**src/rtl/message_writer_if.sv**
```systemverilog
`default_nettype none
// ============================================================================
//  Module      : message_writer_if
//  Description : Bus bundle between the message writer and its environment.
//                master drives switches, buttons and the display read
//                address; slave (the writer) returns read data and status.
//  Signals     : data_in[3:0]   character code from switches
//                button_write   raw write push-button
//                button_clear   raw clear push-button
//                rd_addr[3:0]   display read address
//                rd_data[3:0]   mem[rd_addr], combinational
//                count[4:0]     number of stored characters, 0..16
//                full           count == 16
//                busy           writer in WRITE or CLEAR
//                write_pulse    one-cycle strobe per committed character
//  Revision    : 1.0 - initial release
// ============================================================================
interface message_writer_if;
    logic [3:0] data_in;
    logic       button_write;
    logic       button_clear;
    logic [3:0] rd_addr;
    logic [3:0] rd_data;
    logic [4:0] count;
    logic       full;
    logic       busy;
    logic       write_pulse;

    modport master (
        output data_in, button_write, button_clear, rd_addr,
        input  rd_data, count, full, busy, write_pulse
    );

    modport slave (
        input  data_in, button_write, button_clear, rd_addr,
        output rd_data, count, full, busy, write_pulse
    );
endinterface
`default_nettype wire

```
**src/rtl/message_writer.sv**
```systemverilog
`default_nettype none
// ============================================================================
//  Module      : message_writer
//  Description : Write side of the 16 x 4-bit message memory read by the
//                rotating 7-segment display. Debounced write button appends
//                the switch code at the next free slot; debounced clear
//                button refills the memory with BLANK_CODE over 16 cycles.
//  Ports       : clk    system clock (MMCM output)
//                reset  asynchronous, active-low reset
//                bus    message_writer_if.slave (see interface header)
//  Revision    : 1.0 - initial release
// ============================================================================
module message_writer #(
    parameter int         DEBOUNCE_COUNT = 250000,
    parameter int         CNT_W          = 18,
    parameter logic [3:0] BLANK_CODE     = 4'hF
) (
    input  wire logic          clk,
    input  wire logic          reset,
    message_writer_if.slave    bus
);

    localparam logic [CNT_W-1:0] c_cnt_last = CNT_W'(DEBOUNCE_COUNT - 1);
    localparam logic [4:0]       c_full_cnt = 5'd16;
    localparam int               c_btn_wr   = 0;
    localparam int               c_btn_clr  = 1;

    typedef enum logic [1:0] {
        ST_IDLE  = 2'd0,
        ST_WRITE = 2'd1,
        ST_CLEAR = 2'd2
    } state_t;

    state_t     r_state;
    state_t     w_next_state;
    logic       w_latch_wr;
    logic [1:0] w_raw;
    logic [1:0] w_press;
    logic [3:0] r_wr_data;
    logic [3:0] r_clr_addr;
    logic [4:0] r_count;
    logic [3:0] r_mem [16];
    logic       w_full;

    assign w_raw = {bus.button_clear, bus.button_write};

    // ------------------------------------------------------------------
    // Per-button 2-flop synchronizer + debounce. The press event is raised
    // in the cycle whose edge flips the accepted level from 0 to 1, so the
    // FSM acts on the same edge that accepts the new level.
    // ------------------------------------------------------------------
    generate
        for (genvar gi = 0; gi < 2; gi++) begin : g_btn
            logic [1:0]       r_sync;
            logic [CNT_W-1:0] r_cnt;
            logic             r_level;

            always_ff @(posedge clk or negedge reset) begin
                if (!reset) begin
                    r_sync  <= 2'b00;
                    r_cnt   <= '0;
                    r_level <= 1'b0;
                end else begin
                    r_sync <= {r_sync[0], w_raw[gi]};
                    if (r_sync[1] == r_level) begin
                        r_cnt <= '0;
                    end else if (r_cnt == c_cnt_last) begin
                        r_level <= ~r_level;
                        r_cnt   <= '0;
                    end else begin
                        r_cnt <= r_cnt + 1'b1;
                    end
                end
            end

            assign w_press[gi] = r_sync[1] && !r_level && (r_cnt == c_cnt_last);
        end
    endgenerate

    assign w_full = (r_count == c_full_cnt);

    // ------------------------------------------------------------------
    // FSM
    // ------------------------------------------------------------------
    always_ff @(posedge clk or negedge reset) begin
        if (!reset) begin
            r_state <= ST_IDLE;
        end else begin
            r_state <= w_next_state;
        end
    end

    // Clear has priority over write; presses seen outside IDLE are dropped.
    always_comb begin
        w_next_state = r_state;
        w_latch_wr   = 1'b0;
        case (r_state)
            ST_IDLE: begin
                if (w_press[c_btn_clr]) begin
                    w_next_state = ST_CLEAR;
                end else if (w_press[c_btn_wr] && !w_full) begin
                    w_next_state = ST_WRITE;
                    w_latch_wr   = 1'b1;
                end
            end
            ST_WRITE: begin
                w_next_state = ST_IDLE;
            end
            ST_CLEAR: begin
                if (r_clr_addr == 4'hF) begin
                    w_next_state = ST_IDLE;
                end
            end
            default: begin
                w_next_state = ST_IDLE;
            end
        endcase
    end

    // ------------------------------------------------------------------
    // Datapath: write data latch, clear address, character count
    // ------------------------------------------------------------------
    always_ff @(posedge clk or negedge reset) begin
        if (!reset) begin
            r_wr_data  <= 4'h0;
            r_clr_addr <= 4'h0;
            r_count    <= 5'd0;
        end else begin
            if (w_latch_wr) begin
                r_wr_data <= bus.data_in;
            end
            if (r_state == ST_IDLE) begin
                r_clr_addr <= 4'h0;
            end else if (r_state == ST_CLEAR) begin
                r_clr_addr <= r_clr_addr + 4'h1;
            end
            // WRITE is only entered when not full, so count never exceeds 16.
            if (r_state == ST_WRITE) begin
                r_count <= r_count + 5'd1;
            end else if ((r_state == ST_CLEAR) && (r_clr_addr == 4'hF)) begin
                r_count <= 5'd0;
            end
        end
    end

    // ------------------------------------------------------------------
    // Message memory
    // ------------------------------------------------------------------
    always_ff @(posedge clk or negedge reset) begin
        if (!reset) begin
            for (int i = 0; i < 16; i++) begin
                r_mem[i] <= BLANK_CODE;
            end
        end else begin
            if (r_state == ST_WRITE) begin
                r_mem[r_count[3:0]] <= r_wr_data;
            end else if (r_state == ST_CLEAR) begin
                r_mem[r_clr_addr] <= BLANK_CODE;
            end
        end
    end

    // Read port shows the pre-edge contents during a write to the same slot.
    assign bus.rd_data     = r_mem[bus.rd_addr];
    assign bus.count       = r_count;
    assign bus.full        = w_full;
    assign bus.busy        = (r_state != ST_IDLE);
    assign bus.write_pulse = (r_state == ST_WRITE);

endmodule
`default_nettype wire

```
**src/flat_wrapper.sv**
```systemverilog
// flat-port wrapper written by rule: the top's interface ports become plain ports
module message_writer_flat 
#(
    parameter int         DEBOUNCE_COUNT = 250000,
    parameter int         CNT_W          = 18,
    parameter logic [3:0] BLANK_CODE     = 4'hF
)
  (clk, reset, bus_data_in, bus_button_write, bus_button_clear, bus_rd_addr, bus_rd_data, bus_count, bus_full, bus_busy, bus_write_pulse);
  message_writer_if bus_i ();
  input  wire logic clk;
  input  wire logic reset;
  input wire logic [$bits(bus_i.data_in)-1:0] bus_data_in;
  input wire logic [$bits(bus_i.button_write)-1:0] bus_button_write;
  input wire logic [$bits(bus_i.button_clear)-1:0] bus_button_clear;
  input wire logic [$bits(bus_i.rd_addr)-1:0] bus_rd_addr;
  output wire logic [$bits(bus_i.rd_data)-1:0] bus_rd_data;
  output wire logic [$bits(bus_i.count)-1:0] bus_count;
  output wire logic [$bits(bus_i.full)-1:0] bus_full;
  output wire logic [$bits(bus_i.busy)-1:0] bus_busy;
  output wire logic [$bits(bus_i.write_pulse)-1:0] bus_write_pulse;
  assign bus_i.data_in = bus_data_in;
  assign bus_i.button_write = bus_button_write;
  assign bus_i.button_clear = bus_button_clear;
  assign bus_i.rd_addr = bus_rd_addr;
  assign bus_rd_data = bus_i.rd_data;
  assign bus_count = bus_i.count;
  assign bus_full = bus_i.full;
  assign bus_busy = bus_i.busy;
  assign bus_write_pulse = bus_i.write_pulse;
  message_writer #(.DEBOUNCE_COUNT(DEBOUNCE_COUNT), .CNT_W(CNT_W), .BLANK_CODE(BLANK_CODE)) u_core (.clk(clk), .reset(reset), .bus(bus_i));
endmodule
```
**config.mk**
```make
export PLATFORM = sky130hd
export DESIGN_NAME = message_writer_flat
export DESIGN_NICKNAME = d
export VERILOG_FILES = /design/src/rtl/message_writer_if.sv /design/src/rtl/message_writer.sv /design/src/flat_wrapper.sv
export SDC_FILE = /design/constraint.sdc
export NUM_CORES = 1
export LEC_CHECK = 0
export BUFFER_PORTS_ARGS = -buffer_cell sky130_fd_sc_hd__buf_2
export CAP_MARGIN = 0
export CORE_ASPECT_RATIO = 2
export CORE_MARGIN = 2
export CORE_UTILIZATION = 48
export DETAILED_ROUTE_END_ITERATION = 10
export PLACE_DENSITY_LB_ADDON = 0.25
export SLEW_MARGIN = 20
export SYNTH_ARGS = -nofsm -noshare
export SYNTH_HDL_FRONTEND = slang
export SYNTH_SLANG_ARGS = --single-unit
```
**constraint.sdc**
```tcl
create_clock -name clk -period 2.1 [get_ports clk]
set_input_delay 0.315 -clock clk [delete_from_list [all_inputs] [get_ports clk]]
set_output_delay 0.315 -clock clk [all_outputs]
set_load 0.01 [all_outputs]
```
# [Yosys cells after proc, flatten, opt, wreduce, memory -nomap -nowiden]
# Cells that the tools add are included.
[op_classes] order_cmp=5 reduce_logical=19 mul=0 n_eq_ne=10 bitwise=8 n_addsub=4 mux=25 n_shift=0 n_div=0
[ops] op="2-to-1 mux 64 bit" count=2
[ops] op="2-to-1 mux 18 bit" count=4
[ops] op="bitwise mux 64 bit" count=1
[ops] op="bitwise OR 64 bit" count=1
[ops] op="adder 18 x 1 -> 18 bit (second input constant)" count=2
[ops] op="== test 18 bit (second input constant)" count=2
[ops] op="demux 4 bit (select 4 bit)" count=2
[ops] op="2-to-1 mux 4 bit" count=6
[ops] op="binary-select mux 4 bit (select 4 bit)" count=1
[ops] op=">= comparator 5 bit (second input constant)" count=3
[ops] op="NOT 4 -> 5 bit" count=3
[ops] op="< comparator 5 x 1 -> 1 bit (second input constant)" count=2
[ops] op="2-to-1 mux 5 bit" count=2
[ops] op="logical AND 1 bit" count=8
[ops] op="nonzero test 2 bit" count=4
[ops] op="2-to-1 mux 2 bit" count=3
[ops] op="AND reduction 2 bit" count=3
[ops] op="adder 5 x 1 -> 5 bit (second input constant)" count=1
[ops] op="== test 5 bit (second input constant)" count=1
[ops] op="adder 4 x 1 -> 4 bit (second input constant)" count=1
[ops] op="== test 4 bit (second input constant)" count=1
[ops] op="NOT 1 bit" count=4
[ops] op="one-hot mux 2 bit (2 select lines)" count=1
[ops] op="zero test 1 bit" count=3
[ops] op="other kinds (7)" count=10
[word_totals] output_inout_bits=12 rom_bits=0 ramBits=0 memories=0 latchBits=0 ff_bits=121 wordCells=97 in_bits=12

# [Depth between registers and ports, before layout]
# Gate-level depths: netlist of run 1.
[logic_depth] depth_word=8 ltp_mapped=7

# [Worst setup path before layout of run 1]
# Ideal clock, no wire load.
[synth_path] kind="input to output" from="input bus_rd_addr[1]" to="output bus_rd_data[0]" arrival_ns=1.774 setup_slack_ns=0.011 path_buffers=2 stages=4 path_cell_list="clkbuf_1 buf_1 mux4_2 mux4_2"
[synth_between] elab_chain_len=4
[synth_rtl] item="start, declared" line="flat_wrapper.sv:15" rtl="input wire logic [$bits(bus_i.rd_addr)-1:0] bus_rd_addr;"
[synth_rtl] item="NOT 4 -> 5 bit (implied by the code)" line="message_writer.sv:164" rtl="assign bus.rd_data = r_mem[bus.rd_addr];"
[synth_rtl] item="binary-select mux 4 bit (select 4 bit)" line="message_writer.sv:164"
[synth_rtl] item="2-to-1 mux 4 bit (implied by the code) (2 in series)" line="message_writer.sv:164"
[synth_rtl] item="end, declared" line="flat_wrapper.sv:16" rtl="output wire logic [$bits(bus_i.rd_data)-1:0] bus_rd_data;"
# No other way between the ends. The select of a mux whose other input is x is not followed.

# [Final worst setup path of run 1]
[layout_path] from="register u_core.r_mem[1] in the netlist's numbering" to="output bus_rd_data[1]"
[layout_between] elab_chain_len=3
[layout_rtl] item="start, declared" line="message_writer.sv:42" rtl="logic [3:0] r_mem [16];"
[layout_rtl] item="start signal, assigned by index" line="message_writer.sv:156" rtl="r_mem[r_count[3:0]] <= r_wr_data;"
[layout_rtl] item="binary-select mux 4 bit (select 4 bit)" line="message_writer.sv:164"
[layout_rtl] item="2-to-1 mux 4 bit (implied by the code) (2 in series)" line="message_writer.sv:164"
# No other way between the ends. The select of a mux whose other input is x is not followed.

==> results list, run 1 <==
* Post-detailed-placement cell area: 6270 um^2
- In this run, the clock network consumes 53.6% of the power.
* Critical path start-end classification: reg2out
* Syn_nets: 528
* RSZ-0062 raised after global routing: yes
- Detailed-router iteration count before antenna repair: 4
- Of the synthesized area, sequential elements account for 52.7%.
- The die covers 13200 um^2.
- The run finished, with violations left.
- In the routed layout, each cell is associated on average with a via count of 6.09.
- Counting both buffers and inverters, the worst setup path holds a total of 1.
- Post-synthesis register bit count: 121
- Share of total power in sequential cells: 43.8%
- Most used DFF post-synth: sky130_fd_sc_hd__dfstp_2
- Highest clock rate: 0.451 GHz
- Setup violations remaining at the end of the flow were counted as 4.
- Routed length on met2: 8330 um
* Number of violations of the max-capacitance limit: 0
* Cell area after synthesis: 5900 um^2
- Biggest area contributors in the synthesized netlist: sky130_fd_sc_hd__dfstp_2, sky130_fd_sc_hd__dfrtp_1, sky130_fd_sc_hd__o22a_1
- Slew HR: 46.2%
* Residual DRC count: 0
- NetSw: 1.18 mW
- Required time at the endpoint of the critical path: 1.78 ns
* Via count: 4280
* Largest fanout of any net on the critical path: 2
- First-pass GRT wire length: 24000 um
* Signed area change from the synthesized netlist to the final layout: 17.7%
- Final clock period utilization by the worst path: 106%
- For this design, the slowest cell found on the critical path is sky130_fd_sc_hd__mux4_2.
- The top cell type by area accounts for 28.5% of the synthesized area.
- In this run the deepest clock path goes through 2 buffers.
* Combinational cell fraction of total power: 2.6%
* Layout cell share with drive strength beyond 1: 31.5%
* Estimated wirelength of the detail-placed design: 11100 um
- Overall fraction of global-route tracks in use: 25.0%
- Data arrival, critical path: 1.90 ns
- The synthesized netlist contains 49 unique library cells.
* Mean Syn Cell Area: 11.7 um^2
- Counting instances in the post-synthesis netlist gives the leading cell types as sky130_fd_sc_hd__dfstp_2, sky130_fd_sc_hd__o22a_1, sky130_fd_sc_hd__dfrtp_1.
- Cell internal power was estimated by the tool at 4.21 mW.
* Setup Skew: 0.00856 ns
- For this run the aggregate overflow at the end of global routing stands at 0.
- Total clock buffers created by CTS: 17
- Clock Pin Slew Worst Setup and Hold Paths: 0.06 ns
* Diode insertion count for antenna repair: 0
- The worst path in the final design needs a cycle of 2.22 ns, including I/O delays and setup.
* Routed met3 length: 484 um
* Most repeated library cell on the critical path: sky130_fd_sc_hd__mux4_2
- Net switching fraction of the power: 21.9%
- The die is 82.4 um wide.
- Row generation in the floorplan step produced 57 rows.
- STA classifies the critical path endpoint as an output port.
- Pin placement for this block handled 24 I/O pins.
* WL per Instance: 21.5 um
* Pin count of the biggest net entering global routing: 44
- Warning count from the yosys run: 0
- For this run, the share of the core covered by cells in the final layout is 57.6%.
- Antenna violations before repair: 0
- In this run the clock root is driven by a sky130_fd_sc_hd__clkbuf_16.
- Violated checks: negative setup slack
- In this design, the stage delay of the slowest critical-path cell is 0.49 ns.
- At the pin with the least slew margin, the transition time is 0.808 ns.
- Cell-by-cell trace of the critical path: mux4_2, mux4_2, buf_6
- Total clock sinks: 121
- At the later pin of the worst-skew pair, clock insertion delay measures 0.42 ns.
- Routed signal wires occupy layers up through met4.
- TritonCTS built the clock tree.
- The detailed router finished its first iteration with 289 violations.
* Number of nets at the end of the flow: 568
- The worst setup path is launched from a register.
- The path class of the tightest hold or removal check is in2reg.
- The number of global-route vias before repair was 4577.
* Post-route cell area: 6950 um^2
- Power comes to 5.40 mW.
- The core region is 12100 um^2.
* Power density over cell area: 777 nW/um^2
- After layout, the worst setup slack is -0.116 ns.
* VDD IR max: 0.580 mV
- Starting density of the core: 49.0%
- In the final routing, the length of wire on met1 measures 5200 um.
* Final count of pins violating max slew: 0
* Share of synthesized flip-flops with an asynchronous set or reset: 100%
- Cell type with the largest total area after synthesis: sky130_fd_sc_hd__dfstp_2
- Static Leakage: 2.91 nW
* Quantity of I/O buffers inserted on ports: 23
- Number of synthesized flops with an enable pin: 0
- In this run the vertical extent of the chip is 161 um.
- The total count of hold-check failures in the final report was 0.
* Number of levels in the clock H-tree: 4
- Category of cells accounting for the largest share of critical-path delay: multiplexers
- The final layout contains routed wiring with a total length of 15100 um.
* Mapped Cells: 504
* Remaining antenna violation count: 0
- Final weighted congestion in routability-driven placement: 0.866
-- stage by stage --
step	worst slack, ns	instances	setup TNS [ns]	hold WS (ns)
3_5_place_dp	0.0505	668	0	0.335
3_3_place_gp	0.0819	668	0	0.335
5_1_grt	-0.158	703	-0.589	0.121
6_report	-0.116	703	-0.426	0.129
4_1_cts	-0.129	702	-0.465	0.117
2_1_floorplan	0.0108	504	0	0.0194
-- layer usage --
| metal | up-vias | GRT usage, % |
|---|---|---|
| li1 | 1949 | - |
| met1 | 2147 | 24.6 |
| met2 | 129 | 44.1 |
| met3 | 55 | 5.39 |
| met4 | 0 | 17.5 |
| met5 | - | 0 |
-- cell families after synthesis --
kind of cell / share of synthesized area [%]
multiplexers: 8.57
AND/OR/NAND/NOR: 16.8
flip-flops: 52.7
buffers and inverters: 2.59
adder cells (fa/ha/maj): 2.54
XOR/XNOR: 4.16
AO/OA/AOI/OAI: 12.7
-- registers in the layout (all words and copies together), names as in the netlist --
name	cells
u_core.bus.count	5
u_core.g_btn.r_cnt	36
u_core.g_btn.r_level	2
u_core.g_btn.r_sync	4
u_core.r_clr_addr	4
u_core.r_mem	64
u_core.r_state	2
u_core.r_wr_data	4
-- cells in the final DEF, fill, tap and decap left out, types with 4 or more instances in the layout --
cell / n
sky130_fd_sc_hd__a21oi_1: 7
sky130_fd_sc_hd__and3_1: 7
sky130_fd_sc_hd__and3b_1: 4
sky130_fd_sc_hd__and4_1: 4
sky130_fd_sc_hd__buf_2: 18
sky130_fd_sc_hd__buf_4: 18
sky130_fd_sc_hd__buf_6: 4
sky130_fd_sc_hd__clkbuf_16: 19
sky130_fd_sc_hd__dfrtp_1: 57
sky130_fd_sc_hd__dfstp_2: 64
sky130_fd_sc_hd__ha_1: 11
sky130_fd_sc_hd__inv_1: 12
sky130_fd_sc_hd__mux2_2: 4
sky130_fd_sc_hd__mux4_2: 20
sky130_fd_sc_hd__nand2_1: 49
sky130_fd_sc_hd__nand3_1: 33
sky130_fd_sc_hd__nand4_1: 15
sky130_fd_sc_hd__nor2_1: 35
sky130_fd_sc_hd__nor2b_1: 6
sky130_fd_sc_hd__nor3_1: 9
sky130_fd_sc_hd__nor4_1: 5
sky130_fd_sc_hd__o21ai_0: 10
sky130_fd_sc_hd__o22a_1: 64
sky130_fd_sc_hd__or3_1: 4
sky130_fd_sc_hd__xnor2_1: 15
sky130_fd_sc_hd__xor2_1: 13
-- power groups by stage --
stage / clock network (mW) / logic, mW / registers [mW]
6_report: 2.89 / 0.143 / 2.36
5_1_grt: 3.05 / 0.162 / 2.37
4_1_cts: 2.94 / 0.147 / 2.36
3_5_place_dp: 0 / 0.142 / 2.40
3_3_place_gp: 0 / 0.137 / 2.40
2_1_floorplan: 0 / 0.0573 / 2.40
-- cell type report --
type | instances | area [um^2]
Clock buffer | 20 | 489
Clock inverter | 11 | 109
Fill cell | 1041 | 5110
Inverter | 12 | 45.0
Multi-Input combinational cell | 346 | 2650
Sequential cell | 121 | 3110
Tap cell | 147 | 184
Timing Repair Buffer | 46 | 360
-- repair_timing --
item                                    in CTS  in global routing
hold endpoints to repair                    16                  0
gates cloned                                 0                  0
resized for setup                            0                  7
endpoints found under the setup margin       4                  9
hold buffers                                 3                  0
setup buffers                                0                  1
pin swaps                                    0                  0
-- worst paths after layout --
path	from	to	slack (ns)	depth (start not counted)
max in group asynchronous	reset	u_core.r_mem[17]	0.98	3
worst min-delay path	bus_data_in[2]	u_core.r_wr_data[2]	0.13	2
worst max register to register	u_core.bus.count[0]	u_core.r_wr_data[0]	0.09	8
min in group asynchronous	reset	u_core.r_wr_data[1]	0.45	2
worst min register to register	u_core.g_btn[0].r_sync[0]	u_core.g_btn[0].r_sync[1]	0.35	0
worst max-delay path	u_core.r_mem[1]	bus_rd_data[1]	-0.12	3
Power figures use the tool's default switching activity.
==> run 2, diff against run 1 <==
--- a/config.mk
+++ b/config.mk
@@ -12,6 +12,7 @@
 export CORE_UTILIZATION = 48
 export DETAILED_ROUTE_END_ITERATION = 10
 export PLACE_DENSITY_LB_ADDON = 0.25
+export SETUP_SLACK_MARGIN = 0.2
 export SLEW_MARGIN = 20
 export SYNTH_ARGS = -nofsm -noshare
 export SYNTH_HDL_FRONTEND = slang
==> constraint.sdc (replaced) <==
create_clock -name clk -period 2.1 [get_ports clk]
set_input_delay 0.42 -clock clk [delete_from_list [all_inputs] [get_ports clk]]
set_output_delay 0.42 -clock clk [all_outputs]
set_load 0.01 [all_outputs]
==> results list, run 2 (same netlist as run 1, synthesis figures left out) <==
- The final-report max-slew violation count was 0 (unchanged).
* Diode insertion count for antenna repair: 0 (unchanged)
- Post-cts hold buffer count: 0 (-3)
- Category of cells accounting for the largest share of critical-path delay: multiplexers
- Horizontal extent of the die: 82.4 um (unchanged)
* Antenna violations before repair: 0 (unchanged)
- WL per Instance: 20.4 um (-4.9%)
- Post-route cell area: 7060 um^2 (+1.6%)
- CTS root buffer: sky130_fd_sc_hd__clkbuf_16
- Data arrival, critical path: 1.90 ns (about the same)
* Required time at the endpoint of the critical path: 1.68 ns (-0.10 ns)
- Pin count of the biggest net entering global routing: 122 (+180%)
- Number of levels in the clock H-tree: 4 (unchanged)
- Final setup violation count: 4 (unchanged)
- Iter 0 DRT Violations: 249 (-14%)
- Sum of routed wire length over all layers: 14500 um (-4.1%)
- Detailed-router iteration count before antenna repair: 4 (unchanged)
* Final hold violation count: 0 (unchanged)
- The path depth of the worst reg2reg path came to 6 (-2).
- The via count is 4333 (+1.2%).
- Insertion delay to the later sink of the worst-skew pair: 0.41 ns (about the same)
- The worst-path maximum fanout is 2 (unchanged).
- Total Neg Setup Slack: -0.855 ns (-0.429 ns)
- The number of max-cap violations is 0 (unchanged).
* Run status: finished, violations left
* CTS tree: yes
- The detail-routed via count per cell came to 6.11 (+0.38%).
- The die footprint is 13200 um^2 (unchanged).
- Utilization of the core after routing: 58.6% (+0.94 points)
* Remaining Overflow, GRT: 0 (unchanged)
- RSZ-0062 raised after global routing: yes
* Number of flip-flops in the largest register: 64 (unchanged)
- Final clock period utilization by the worst path: 110% (+4.9 points)
- The total routing usage reported by global routing came to 23.7% (-1.3 points).
* Slowest cell on the critical path: sky130_fd_sc_hd__mux4_2
* Slew HR: 48.4% (+2.3 points)
- Violated checks: negative setup slack
- Quantity of I/O buffers inserted on ports: 23 (unchanged)
- The worst setup path is of the reg2out kind.
* Signed area change from the synthesized netlist to the final layout: 19.6%
- Clock Pin Slew Worst Setup and Hold Paths: 0.06 ns (about the same)
- The overall power after layout was 5.52 mW (+2.2%).
* Post-detailed-placement cell area: 6280 um^2 (about the same)
* Worst Max-Slew Pin Slew: 0.773 ns (-0.0343 ns)
- Remaining antenna violation count: 0 (unchanged)
- Kind of end point of the critical path: output port
- Final weighted congestion in routability-driven placement: 0.887 (+2.4%)
* Crit path largest cell delay: 0.50 ns (about the same)
- Starting density of the core: 49.0% (unchanged)
- First-pass GRT wire length: 23200 um (-3.3%)
* Die outline height: 161 um (unchanged)
- Total clock sinks: 121 (unchanged)
* VDD IR max: 0.621 mV (+7.1%)
- Final critical path time including I/O delays and setup: 2.32 ns (+0.103 ns)
- Most repeated library cell on the critical path: sky130_fd_sc_hd__mux4_2
- Estimated wirelength of the detail-placed design: 10200 um (-7.4%)
- Static Leakage: 2.96 nW (+1.8%)
- The fraction of final layout cells sized beyond drive strength 1 is 34.0% (+2.5 points).
- Type of element launching the critical path: register
- The worst-case clock skew came to 0.00629 ns (-0.00228 ns).
- The final cell count without fillers came to 709 (+0.85%).
- Floorplan core area: 12100 um^2 (unchanged)
* Worst min-delay path class: in2async
* Number of nets at the end of the flow: 573 (+0.88%)
- The worst path setup slack after routing is -0.219 ns (-0.103 ns).
* Critical register-to-register path startpoint: u_core.g_btn[0].r_cnt[0]
- The register-to-register setup slack came to 0.27 ns (+0.18 ns).
* Residual DRC count: 0 (unchanged)
- Leaving out fill and tap cells, the most frequent cells in the layout are sky130_fd_sc_hd__o22a_1, sky130_fd_sc_hd__dfstp_2, sky130_fd_sc_hd__dfrtp_1, sky130_fd_sc_hd__nand2_1, sky130_fd_sc_hd__nor2_1.
* Highest clock rate: 0.431 GHz (-4.4%)
- Clock Path Buffers: 2 (unchanged)
* Cell-by-cell trace of the critical path: mux4_2, mux4_2, buf_6
- u_core.r_mem holds more flip-flops than any other register.
* Number of top-level pins: 24 (unchanged)
- The cell total after placement is 670 (+0.30%).
* Num rows: 57 (unchanged)
* Worst reg2reg endpoint: u_core.r_wr_data[0]
* Crit path buf inv count: 1 (unchanged)
* Vias in the first global route: 4520 (-1.2%)
- Power density over cell area: 781 nW/um^2 (+0.53%)
- The total CTS buffers is 17 (unchanged).
-- run 2: changes by cell type in the layout (fill, tap and decap cells not counted), sizes merged --
cell	change
buf	+8
clkbuf	+2
clkinv	-1
clkinvlp	-1
dlygate4sd3	-3
inv	+1
-- run 2: final cells by class --
class / instances / area [um^2]
Clock inverter: 10 / 97.6
Inverter: 12 / 45.0
Tap cell: 147 / 184
Multi-Input combinational cell: 346 / 2700
Clock buffer: 22 / 529
Fill cell: 1012 / 4990
Sequential cell: 121 / 3110
Timing Repair Buffer: 51 / 395
-- run 2: how the worst max path moves through the flow --
| stage | start | endpoint | slack, ns | cells after the start |
|---|---|---|---|---|
| 6_report | u_core.r_mem[2] | bus_rd_data[2] | -0.22 | 3 |
| 5_1_grt | u_core.r_mem[2] | bus_rd_data[2] | -0.26 | 3 |
| 4_1_cts | u_core.r_mem[2] | bus_rd_data[2] | -0.24 | 3 |
| 3_5_place_dp | bus_rd_addr[0] | bus_rd_data[2] | -0.19 | 5 |
| 3_3_place_gp | bus_rd_addr[0] | bus_rd_data[2] | -0.16 | 5 |
| 2_1_floorplan | bus_rd_addr[0] | bus_rd_data[0] | 0.03 | 4 |
-- run 2: timing repair --
action                     4_1_cts  5_1_grt
gates resized for setup          8       11
buffers inserted                 2        5
pin swaps                        3        2
setup endpoints to repair       10       27
-- run 2: stage by stage --
stage	worst slack [ns]	hold WS (ns)
after detailed placement	-0.188	0.336
after global routing	-0.256	0.101
after global placement	-0.160	0.332
after CTS	-0.240	0.0973
final	-0.219	0.0571
after floorplan	0.0328	0.124
-- run 2: power by group --
part           internal (mW)  total [mW]  switching (mW)
combinational         0.0558       0.145          0.0887
sequential              2.35        2.36          0.0102
clock                   1.92        3.01            1.08
-- run 2: metal layers --
| layer | up-vias | track usage (%) | share of wire, % |
|---|---|---|---|
| met2 | 135 | 40.7 | 55 |
| li1 | 1968 | - | - |
| met4 | 0 | 16.0 | 6.8 |
| met5 | - | 0 | 0 |
| met3 | 58 | 5.39 | 3.7 |
| met1 | 2172 | 24.6 | 35 |
